===== src/rtl/dds_ctrl_pkg.sv =====
// Shared selectors, field widths and helpers
// for the DDS channel register bank.
package dds_ctrl_pkg;

  localparam logic [3:0] SEL_FC_LO    = 4'd0;
  localparam logic [3:0] SEL_FC_HI    = 4'd1;
  localparam logic [3:0] SEL_FS_LO    = 4'd2;
  localparam logic [3:0] SEL_FS_HI    = 4'd3;
  localparam logic [3:0] SEL_MA       = 4'd4;
  localparam logic [3:0] SEL_FD       = 4'd5;
  localparam logic [3:0] SEL_PD       = 4'd6;
  localparam logic [3:0] SEL_CODE     = 4'd7;
  localparam logic [3:0] SEL_CODE_LEN = 4'd8;
  localparam logic [3:0] SEL_DIV_LO   = 4'd9;
  localparam logic [3:0] SEL_DIV_HI   = 4'd10;

  localparam int DATA_W = 16;
  localparam int MA_W   = 4;
  localparam int FD_W   = 16;
  localparam int PD_W   = 16;
  localparam int LEN_W  = 5;

  function automatic int clog2(input int v);
    int r;
    r = 0;
    while ((1 << r) < v) r++;
    return r;
  endfunction

endpackage


===== src/rtl/code_serializer.sv =====
// Per-channel sequence-code bit serialiser,
// MSB-first over len bits, one bit per DIV+1 cycles.
module code_serializer
  import dds_ctrl_pkg::*;
#(
  parameter int CODE_W = 16,
  parameter int DIV_W  = 32
) (
  input  logic              clk,
  input  logic              rst_n,
  input  logic [CODE_W-1:0] code,
  input  logic [LEN_W-1:0]  len,
  input  logic [DIV_W-1:0]  div,
  input  logic              restart,
  output logic              code_o,
  output logic              frame_o
);

  localparam int IDX_W = clog2(CODE_W);

  logic [IDX_W-1:0] bit_idx;
  logic [IDX_W-1:0] top_idx;
  logic [DIV_W-1:0] div_cnt;
  logic [LEN_W-1:0] len_m1;

  assign len_m1  = len - LEN_W'(1);
  assign top_idx = len_m1[IDX_W-1:0];

  always_ff @(posedge clk or negedge rst_n) begin
    if (!rst_n) begin
      div_cnt <= '0;
      bit_idx <= IDX_W'(CODE_W - 1);
      code_o  <= 1'b0;
      frame_o <= 1'b0;
    end else begin
      code_o  <= code[bit_idx];
      frame_o <= 1'b0;
      if (restart) begin
        div_cnt <= '0;
        bit_idx <= top_idx;
      end else if (div_cnt == div) begin
        div_cnt <= '0;
        if (bit_idx == '0) begin
          bit_idx <= top_idx;
          frame_o <= 1'b1;
        end else begin
          bit_idx <= bit_idx - IDX_W'(1);
        end
      end else begin
        div_cnt <= div_cnt + DIV_W'(1);
      end
    end
  end

endmodule


===== src/rtl/dds_ctrl_regs.sv =====
// Shadow/active DDS parameter bank with
// per-channel atomic commit and code serialiser.
module dds_ctrl_regs
  import dds_ctrl_pkg::*;
#(
  parameter int NCH         = 2,
  parameter int FREQ_W      = 24,
  parameter int CODE_W      = 16,
  parameter int DIV_W       = 32,
  parameter int DEFAULT_DIV = 9765
) (
  input  logic                  clk,
  input  logic                  rst_n,
  input  logic                  wr_en,
  input  logic [2:0]            wr_ch,
  input  logic [3:0]            wr_sel,
  input  logic [DATA_W-1:0]     wr_data,
  input  logic [NCH-1:0]        commit,
  output logic [NCH*FREQ_W-1:0] fc_o,
  output logic [NCH*FREQ_W-1:0] fs_o,
  output logic [NCH*MA_W-1:0]   ma_o,
  output logic [NCH*FD_W-1:0]   fd_o,
  output logic [NCH*PD_W-1:0]   pd_o,
  output logic [NCH-1:0]        code_o,
  output logic [NCH-1:0]        frame_o
);

  function automatic logic [LEN_W-1:0] eff_len(
    input logic [LEN_W-1:0] l
  );
    if (l != '0 && l <= LEN_W'(CODE_W)) return l;
    return LEN_W'(CODE_W);
  endfunction

  for (genvar k = 0; k < NCH; k++) begin : g_ch
    logic [FREQ_W-1:0] fc_sh, fc_nx, fc_ac;
    logic [FREQ_W-1:0] fs_sh, fs_nx, fs_ac;
    logic [MA_W-1:0]   ma_sh, ma_nx, ma_ac;
    logic [FD_W-1:0]   fd_sh, fd_nx, fd_ac;
    logic [PD_W-1:0]   pd_sh, pd_nx, pd_ac;
    logic [CODE_W-1:0] cd_sh, cd_nx, cd_ac;
    logic [LEN_W-1:0]  ln_sh, ln_nx, ln_ac;
    logic [DIV_W-1:0]  dv_sh, dv_nx, dv_ac;
    logic [LEN_W-1:0]  ser_len;
    logic              wr_hit;

    assign wr_hit = wr_en && (wr_ch == 3'(k));

    // nx is the shadow with this cycle's write folded in,
    // so a same-cycle commit captures the new value
    always_comb begin
      fc_nx = fc_sh;
      fs_nx = fs_sh;
      ma_nx = ma_sh;
      fd_nx = fd_sh;
      pd_nx = pd_sh;
      cd_nx = cd_sh;
      ln_nx = ln_sh;
      dv_nx = dv_sh;
      if (wr_hit) begin
        case (wr_sel)
          SEL_FC_LO:    fc_nx[15:0] = wr_data;
          SEL_FC_HI:    fc_nx[FREQ_W-1:16] = wr_data[FREQ_W-17:0];
          SEL_FS_LO:    fs_nx[15:0] = wr_data;
          SEL_FS_HI:    fs_nx[FREQ_W-1:16] = wr_data[FREQ_W-17:0];
          SEL_MA:       ma_nx = wr_data[MA_W-1:0];
          SEL_FD:       fd_nx = wr_data[FD_W-1:0];
          SEL_PD:       pd_nx = wr_data[PD_W-1:0];
          SEL_CODE:     cd_nx = wr_data[CODE_W-1:0];
          SEL_CODE_LEN: ln_nx = wr_data[LEN_W-1:0];
          SEL_DIV_LO:   dv_nx[15:0] = wr_data;
          SEL_DIV_HI:   dv_nx[DIV_W-1:16] = wr_data[DIV_W-17:0];
          default: ;
        endcase
      end
    end

    always_ff @(posedge clk or negedge rst_n) begin
      if (!rst_n) begin
        fc_sh <= '0;
        fs_sh <= '0;
        ma_sh <= '0;
        fd_sh <= '0;
        pd_sh <= '0;
        cd_sh <= '0;
        ln_sh <= LEN_W'(CODE_W);
        dv_sh <= DIV_W'(DEFAULT_DIV);
        fc_ac <= '0;
        fs_ac <= '0;
        ma_ac <= '0;
        fd_ac <= '0;
        pd_ac <= '0;
        cd_ac <= '0;
        ln_ac <= LEN_W'(CODE_W);
        dv_ac <= DIV_W'(DEFAULT_DIV);
      end else begin
        fc_sh <= fc_nx;
        fs_sh <= fs_nx;
        ma_sh <= ma_nx;
        fd_sh <= fd_nx;
        pd_sh <= pd_nx;
        cd_sh <= cd_nx;
        ln_sh <= ln_nx;
        dv_sh <= dv_nx;
        if (commit[k]) begin
          fc_ac <= fc_nx;
          fs_ac <= fs_nx;
          ma_ac <= ma_nx;
          fd_ac <= fd_nx;
          pd_ac <= pd_nx;
          cd_ac <= cd_nx;
          ln_ac <= ln_nx;
          dv_ac <= dv_nx;
        end
      end
    end

    // restart must load the length being committed
    assign ser_len = commit[k] ? eff_len(ln_nx)
                               : eff_len(ln_ac);

    code_serializer #(
      .CODE_W (CODE_W),
      .DIV_W  (DIV_W)
    ) u_ser (
      .clk     (clk),
      .rst_n   (rst_n),
      .code    (cd_ac),
      .len     (ser_len),
      .div     (dv_ac),
      .restart (commit[k]),
      .code_o  (code_o[k]),
      .frame_o (frame_o[k])
    );

    assign fc_o[k*FREQ_W +: FREQ_W] = fc_ac;
    assign fs_o[k*FREQ_W +: FREQ_W] = fs_ac;
    assign ma_o[k*MA_W +: MA_W]     = ma_ac;
    assign fd_o[k*FD_W +: FD_W]     = fd_ac;
    assign pd_o[k*PD_W +: PD_W]     = pd_ac;
  end

endmodule


===== config.mk =====
export PLATFORM = sky130hd
export DESIGN_NAME = dds_ctrl_regs
export DESIGN_NICKNAME = d
export VERILOG_FILES = /design/src/rtl/dds_ctrl_pkg.sv /design/src/rtl/code_serializer.sv /design/src/rtl/dds_ctrl_regs.sv
export SDC_FILE = /design/constraint.sdc
export NUM_CORES = 1
export LEC_CHECK = 0
export BUFFER_PORTS_ARGS = -buffer_cell sky130_fd_sc_hd__buf_4
export CAP_MARGIN = 20
export CELL_PAD_IN_SITES_DETAIL_PLACEMENT = 1
export CELL_PAD_IN_SITES_GLOBAL_PLACEMENT = 1
export CORE_MARGIN = 5
export CORE_UTILIZATION = 51
export DETAILED_ROUTE_END_ITERATION = 16
export GPL_ROUTABILITY_DRIVEN = 0
export PLACE_DENSITY = 0.92
export RECOVER_POWER = 50
export SLEW_MARGIN = 20
export SYNTH_ARGS = -nofsm -noshare
export SYNTH_HDL_FRONTEND = slang
export SYNTH_HIERARCHICAL = 1
export SYNTH_SLANG_ARGS = --single-unit
export TNS_END_PERCENT = 50

===== constraint.sdc =====
create_clock -name clk -period 6.3 [get_ports clk]
set_input_delay 0.945 -clock clk [delete_from_list [all_inputs] [get_ports clk]]
set_output_delay 0.945 -clock clk [all_outputs]
set_load 0.01 [all_outputs]

==> impl_results.md, run 1 <==
* Register-to-Register Path Depth at 6
* Fin Clk Skew at 0.0334 ns
* First drt pass iteration count at 6
* CTS clk-pin slew, worst paths at 0.07 ns
* Total wire length at 106000 um
* Horizontal extent of the die at 240 um
* Classification of the worst-slack hold path: flip-flop to flip-flop
* Quantity of hold-fixing buffers added after cts at 0
* Chain of cells forming the critical path: clkbuf_1 > nand4bb_1 > o21ai_1 > and2_1 > ha_1 > nor2b_1 > nand2_1 > o211ai_1 > inv_1 > ha_1 > xor2_1 > nor2_1 > o211ai_1 > o211a_1
* Count of cells resized by post-cts repair at 0
* Clock period minus final worst setup slack at 5.33 ns
* Max frequency at 188 MHz
* Worst vdd ir at 0.244 mV
* Cell count after synthesis at 2711
* Result of the run: complete, but fails checks
* Slew Viols, Final at 125
* Max-capacitance violation count at 2
* Estimated wirelength of the detail-placed design at 56200 um
* Congestion Overflow GR at 0
* CTS tree: done
* Port-buffer cells at 199
* Area of the die at 57500 um2
* Total GRT Usage at 36.1%
* Root cell of the clock tree: sky130_fd_sc_hd__clkbuf_16
* Top fanout value on the critical path at 22
* Clock latency of the later-clocked register in the worst-skew pair at 0.66 ns
* Cell Count Post-Placement at 3392
* Routed vias/inst at 6.92
* Detail-routed net length per standard cell at 30.2 um
* Worst setup path category: primary input to flip-flop
* Total core area at 52400 um2
* Worst setup EP type: flip-flop
* Final number of setup-violating endpoints at 0
* Sink Count at 624
* Layout cell share with drive strength beyond 1 at 9.96%
* Violations in the final reports: capacitance limit, slew limit
* Minimum hold slack at 0.501 ns
* Slew at the pin closest to its max-slew limit at 3.23 ns
* Htree depth at 2
* Hold Vio Cnt, Final at 0
* Required @ worst endpoint at 6.90 ns
* Cell family with the largest share of critical-path delay: simple AND/OR/NAND/NOR gates
* Power density over cell area at 319 nW/um2
* Number of buffers on the longest clock path at 3
* Critical path arrival at 5.93 ns
* Library cell contributing the largest single delay on the critical path: sky130_fd_sc_hd__nand4bb_1
* Leakage dissipation at 0.0143 uW
* I/O pin cnt at 200
* Row Count at 84
* Setup repair after global routing missed its margin: false
* Total power draw at 9600 uW
* Number of gates on the worst path with buffers counted at 14
* Overall via count from detail_route at 24327
* Pin count of the biggest net entering global routing at 182
* Clock buffers created by TritonCTS at 61
* Cell area after synthesis at 26900 um2
* Hold path cells at 2
* Mean Syn Cell Area at 9.93 um2
* Post-layout utilization of the core at 57.5%
* Die height at 240 um
* Max-slew headroom at the worst pin at -115%
* Number of DRC markers in iteration 0 at 3072
* Tcrit/Tclk final at 84.6%
* Number of global-route vias before repair at 26019
* Fill cell instance count of the final layout at 5651
* Number of antenna violations at the first check in global routing at 4
* First-pass GRT wire length at 161000 um
* Critical path startpoint category: primary input
* Maximum cell stage delay along the critical path at 1.14 ns
* Non-filler instance count after layout at 3514
* Layout area overhead at 12.0%
* Number of nets with antenna violations after detailed routing at 0
* Final net count at 2807
* Post-CTS setup-driven buffer insertion count at 0
* Post-Synthesis Net Count at 2749
* Setup_tns at 0 ns
* Worst path bufs/invs at 2
* DRC errors left at 0
* Count of synthesis-stage warnings from yosys at 6
* Effective utilization at floorplan at 51.3%
## worst register-to-register path, delay by kind of cell, from the launching register on
kind            cells  cell delay, ns
buf+inv             1            0.52
compound gates      1            1.54
simple gates        3            0.66
flops               1            0.57
xor+xnor            1            0.10
## state kept, by name, summed over array words and instances, names as in the netlist, 48 cells and up
| name | count |
|---|---|
| g_ch.u_ser/div_cnt | 64 |
| g_ch.fc_ac | 48 |
| g_ch.dv_ac | 64 |
| g_ch.fs_ac | 48 |
| g_ch.fc_sh | 48 |
| g_ch.fs_sh | 48 |
| g_ch.dv_sh | 64 |
## worst paths after layout
path / start / to / slack [ns]
min in group asynchronous: rst_n / g_ch[0].u_ser/code_o / 1.36
max in group asynchronous: rst_n / g_ch[0].u_ser/div_cnt[7] / 2.86
setup reg to reg: g_ch[1].dv_ac[13] / g_ch[1].u_ser/div_cnt[16] / 2.79
hold reg to reg: g_ch[0].ma_sh[1] / g_ch[0].ma_sh[1] / 0.50
hold / removal: g_ch[0].ma_sh[1] / g_ch[0].ma_sh[1] / 0.50
setup / recovery: wr_ch[2] / g_ch[1].u_ser/bit_idx[2] / 0.97
## area by class of cell
cell class	count	area, um2	area share, %
Antenna cell	5	12.5	0.0415
Clock buffer	86	1750	5.82
Clock inverter	29	337	1.12
Inverter	14	52.6	0.174
Multi-Input combinational cell	1840	10200	33.9
Sequential cell	624	15700	52.0
Tap cell	688	861	2.86
Timing Repair Buffer	228	1250	4.16
## per-layer routing
layer	vias to the layer above	routed length, um	GRT usage (%)
met5	-	18	0
li1	9608	-	-
met2	1792	50000	57.2
met1	12328	37000	44.8
met4	2	7890	21.8
met3	597	11300	9.46
## per-stage QoR
stage	setup WS, ns	instance area, um2
floorplan	2.37	26900
global placement	1.70	28600
detailed placement	1.17	28600
CTS	1.52	30700
global route	0.859	30100
finish	0.972	30100
## report_power, final
part | total [uW] | switching (uW) | internal, uW
registers | 4540 | 222 | 4320
logic | 1110 | 785 | 324
clock network | 3960 | 1730 | 2230
total | 9600 | 2740 | 6870
## cell usage in the layout (no fill, tap or decap), types with 6 or more instances in the layout
master,n
sky130_fd_sc_hd__ha_1,10
sky130_fd_sc_hd__o21ai_1,36
sky130_fd_sc_hd__xnor2_1,10
sky130_fd_sc_hd__nor3_1,8
sky130_fd_sc_hd__o211ai_1,10
sky130_fd_sc_hd__buf_4,77
sky130_fd_sc_hd__nand2_1,324
sky130_fd_sc_hd__xor2_1,112
sky130_fd_sc_hd__nand3_2,6
sky130_fd_sc_hd__mux4_2,10
sky130_fd_sc_hd__dfstp_2,34
sky130_fd_sc_hd__and3_1,8
sky130_fd_sc_hd__clkinv_2,17
sky130_fd_sc_hd__dfrtp_1,588
sky130_fd_sc_hd__inv_1,14
sky130_fd_sc_hd__clkbuf_8,11
sky130_fd_sc_hd__nor2_1,350
sky130_fd_sc_hd__nand4_1,72
sky130_fd_sc_hd__nand4bb_1,6
sky130_fd_sc_hd__nor4_1,20
sky130_fd_sc_hd__bufinv_16,7
sky130_fd_sc_hd__clkbuf_1,155
sky130_fd_sc_hd__clkbuf_16,63
sky130_fd_sc_hd__a21oi_1,10
sky130_fd_sc_hd__o21ai_0,244
sky130_fd_sc_hd__a31oi_1,274
sky130_fd_sc_hd__nand3_1,248
(Power assumes the default switching activity.)
==> inputs of run 2 (changes only) <==
Settings changed: CORE_UTILIZATION 51 to 47, PLACE_DENSITY 0.92 to 0.86.
Clock period 6.3 ns to 5.15 ns, I/O delays scaled along.
==> run 2 against run 1 <==
- the flow still finishes with violations (capacitance limit, slew limit)
- sequential cell count unchanged
- critical path depth decreased by 9
- largest cell class unchanged
- worst setup slack got worse by 0.42 ns
- sequential power increased by 22%
- cell count increased by 2.2%
- core utilization decreased by 3.0 points
- clock skew decreased by 0.018 ns
- total power increased by 25%
==> impl_results.md, run 2 (synthesis gave the netlist of run 1 again) <==
* Effective utilization at floorplan at 47.5%
* Tcrit/Tclk final at 89.3%
* Total power draw at 12000 uW
* Launch instance of the worst register-to-register path: g_ch[0].ln_sh[3]
* Portion of total power attributed to the clock network at 42.9%
* Hold Vio Cnt, Final at 0
* Finished layout cell area at 30800 um2
* Number of global-route vias before repair at 24770
* Count of cells resized by post-cts repair at 0
* Quantity of hold-fixing buffers added after cts at 0
* Row Count at 87
* Relative contribution of combinational cells to total power at 10.9%
* Overall via count from detail_route at 22786
* Fin Clk Skew at 0.0156 ns
* Cell area after placement at 28700 um2
* Final net count at 2820
* Number of antenna violations at the first check in global routing at 0
* Design internal power at 8820 uW
* Horizontal extent of the die at 249 um
* Port-buffer cells at 199
* Max frequency at 217 MHz
* First drt pass iteration count at 5
* Htree depth at 3
* Post-CTS setup-driven buffer insertion count at 0
* Layout cell share with drive strength beyond 1 at 13.2%
* Fraction of power spent switching nets at 26.3%
* Power density over cell area at 388 nW/um2
* Classification of the worst-slack hold path: flip-flop to flip-flop
* Critical path arrival at 5.08 ns
* Final number of setup-violating endpoints at 0
* Number of nets with antenna violations after detailed routing at 0
* Worst setup EP type: flip-flop
* Clock buffers created by TritonCTS at 68
* Detail-routed net length per standard cell at 25.8 um
* Die height at 249 um
* Largest registers: g_ch.dv_ac: 64 flops, g_ch.dv_sh: 64 flops, g_ch.u_ser/div_cnt: 64 flops
* Commonest cells after routing, fill and taps aside: 588 x sky130_fd_sc_hd__dfrtp_1, 350 x sky130_fd_sc_hd__nor2_1, 324 x sky130_fd_sc_hd__nand2_1, 274 x sky130_fd_sc_hd__a31oi_1, 248 x sky130_fd_sc_hd__nand3_1
* Max-capacitance violation count at 5
* Top fanout value on the critical path at 64
* Origin of the worst setup path: wr_sel[0]
* Congestion Overflow GR at 0
* CTS clk-pin slew, worst paths at 0.07 ns
* Slew at the pin closest to its max-slew limit at 3.82 ns
* Most common library cell in the layout ignoring fill and taps: sky130_fd_sc_hd__dfrtp_1
* Setup repair after global routing missed its margin: false
* Max-slew headroom at the worst pin at -155%
* Leakage dissipation at 0.0148 uW
* Total core area at 56600 um2
* Root cell of the clock tree: sky130_fd_sc_hd__clkbuf_16
* Switching pwr at 3140 uW
* Worst setup path category: primary input to flip-flop
* Clock period minus final worst setup slack at 4.60 ns
* Required @ worst endpoint at 5.63 ns
* Estimated wirelength of the detail-placed design at 54600 um
* Min-delay src: g_ch[0].pd_sh[5]
* Total GRT Usage at 29.0%
* I/O pin cnt at 200
* Layout area overhead at 14.5%
* Routed vias/inst at 6.35
* Violations in the final reports: capacitance limit, slew limit
* Number of buffers on the longest clock path at 3
* Setup_tns at 0 ns
* Total wire length at 92700 um
* Sink Count at 624
* First-pass GRT wire length at 145000 um
* CTS tree: done
* DRC errors left at 0
* Clock latency of the later-clocked register in the worst-skew pair at 0.60 ns
* Minimum hold slack at 0.495 ns
* Reg power frac at 46.2%
* Worst vdd ir at 0.312 mV
* Area of the die at 62100 um2
* Pin count of the biggest net entering global routing at 220
* Slew Viols, Final at 307
* Result of the run: complete, but fails checks
* Number of DRC markers in iteration 0 at 2144
* Post-layout utilization of the core at 54.5%
* Critical path startpoint category: primary input
-- run 2: cell count changes in the layout (fill, tap and decap cells not counted), sizes merged --
cell / change
clkinv: -7
buf: +83
clkbuf: -63
inv: +1
clkinvlp: -1
diode: -4
-- run 2: routing by layer --
layer  global-route usage (%)  vias up  wire length [um]
li1                         -     9647                 -
met3                     6.31      307              6980
met2                     47.6      989             44900
met5                        0        -                 0
met4                     14.4        0              4830
met1                     36.6    11843             36000
-- run 2: final cells by class --
cell class / instances / area [um2]
fill: 6240 / 25800
tap: 756 / 946
inverter: 14 / 52.6
timing repair buffer: 234 / 1600
clock buffer: 100 / 2050
antenna: 1 / 2.50
sequential: 624 / 15700
multi-input combinational: 1840 / 10200
clock inverter: 22 / 295
-- run 2: power by group through the flow --
stage	clock network, uW	registers (uW)	logic [uW]
2_1_floorplan	0	5540	707
3_3_place_gp	0	5570	1210
3_5_place_dp	0	5600	1290
4_1_cts	5170	5520	1330
5_1_grt	5420	5550	1410
6_report	5130	5530	1300
-- run 2: final timing paths --
check                                            to  slack (ns)  cells past startpoint
setup / recovery                  g_ch[1].fs_ac[19]        0.55                      5
hold / removal                     g_ch[0].pd_sh[5]        0.49                      2
setup reg to reg           g_ch[0].u_ser/bit_idx[2]        1.92                     12
hold reg to reg                    g_ch[0].pd_sh[5]        0.49                      2
max in group asynchronous          g_ch[0].cd_sh[1]        1.22                      2
min in group asynchronous          g_ch[1].dv_ac[7]        1.15                      1
-- run 2: per-stage QoR --
stage	worst slack, ns	instances
floorplan	1.39	2711
global placement	0.831	3467
detailed placement	0.552	3468
CTS	1.08	3590
global route	0.498	3590
finish	0.549	3591
-- run 2: worst max-delay path, cell delays in order --
cell                       delay [ns]
sky130_fd_sc_hd__buf_4           0.23
sky130_fd_sc_hd__nor4bb_1        0.31
sky130_fd_sc_hd__clkbuf_1        2.70
sky130_fd_sc_hd__nand3_1         0.56
sky130_fd_sc_hd__a31oi_1         0.47
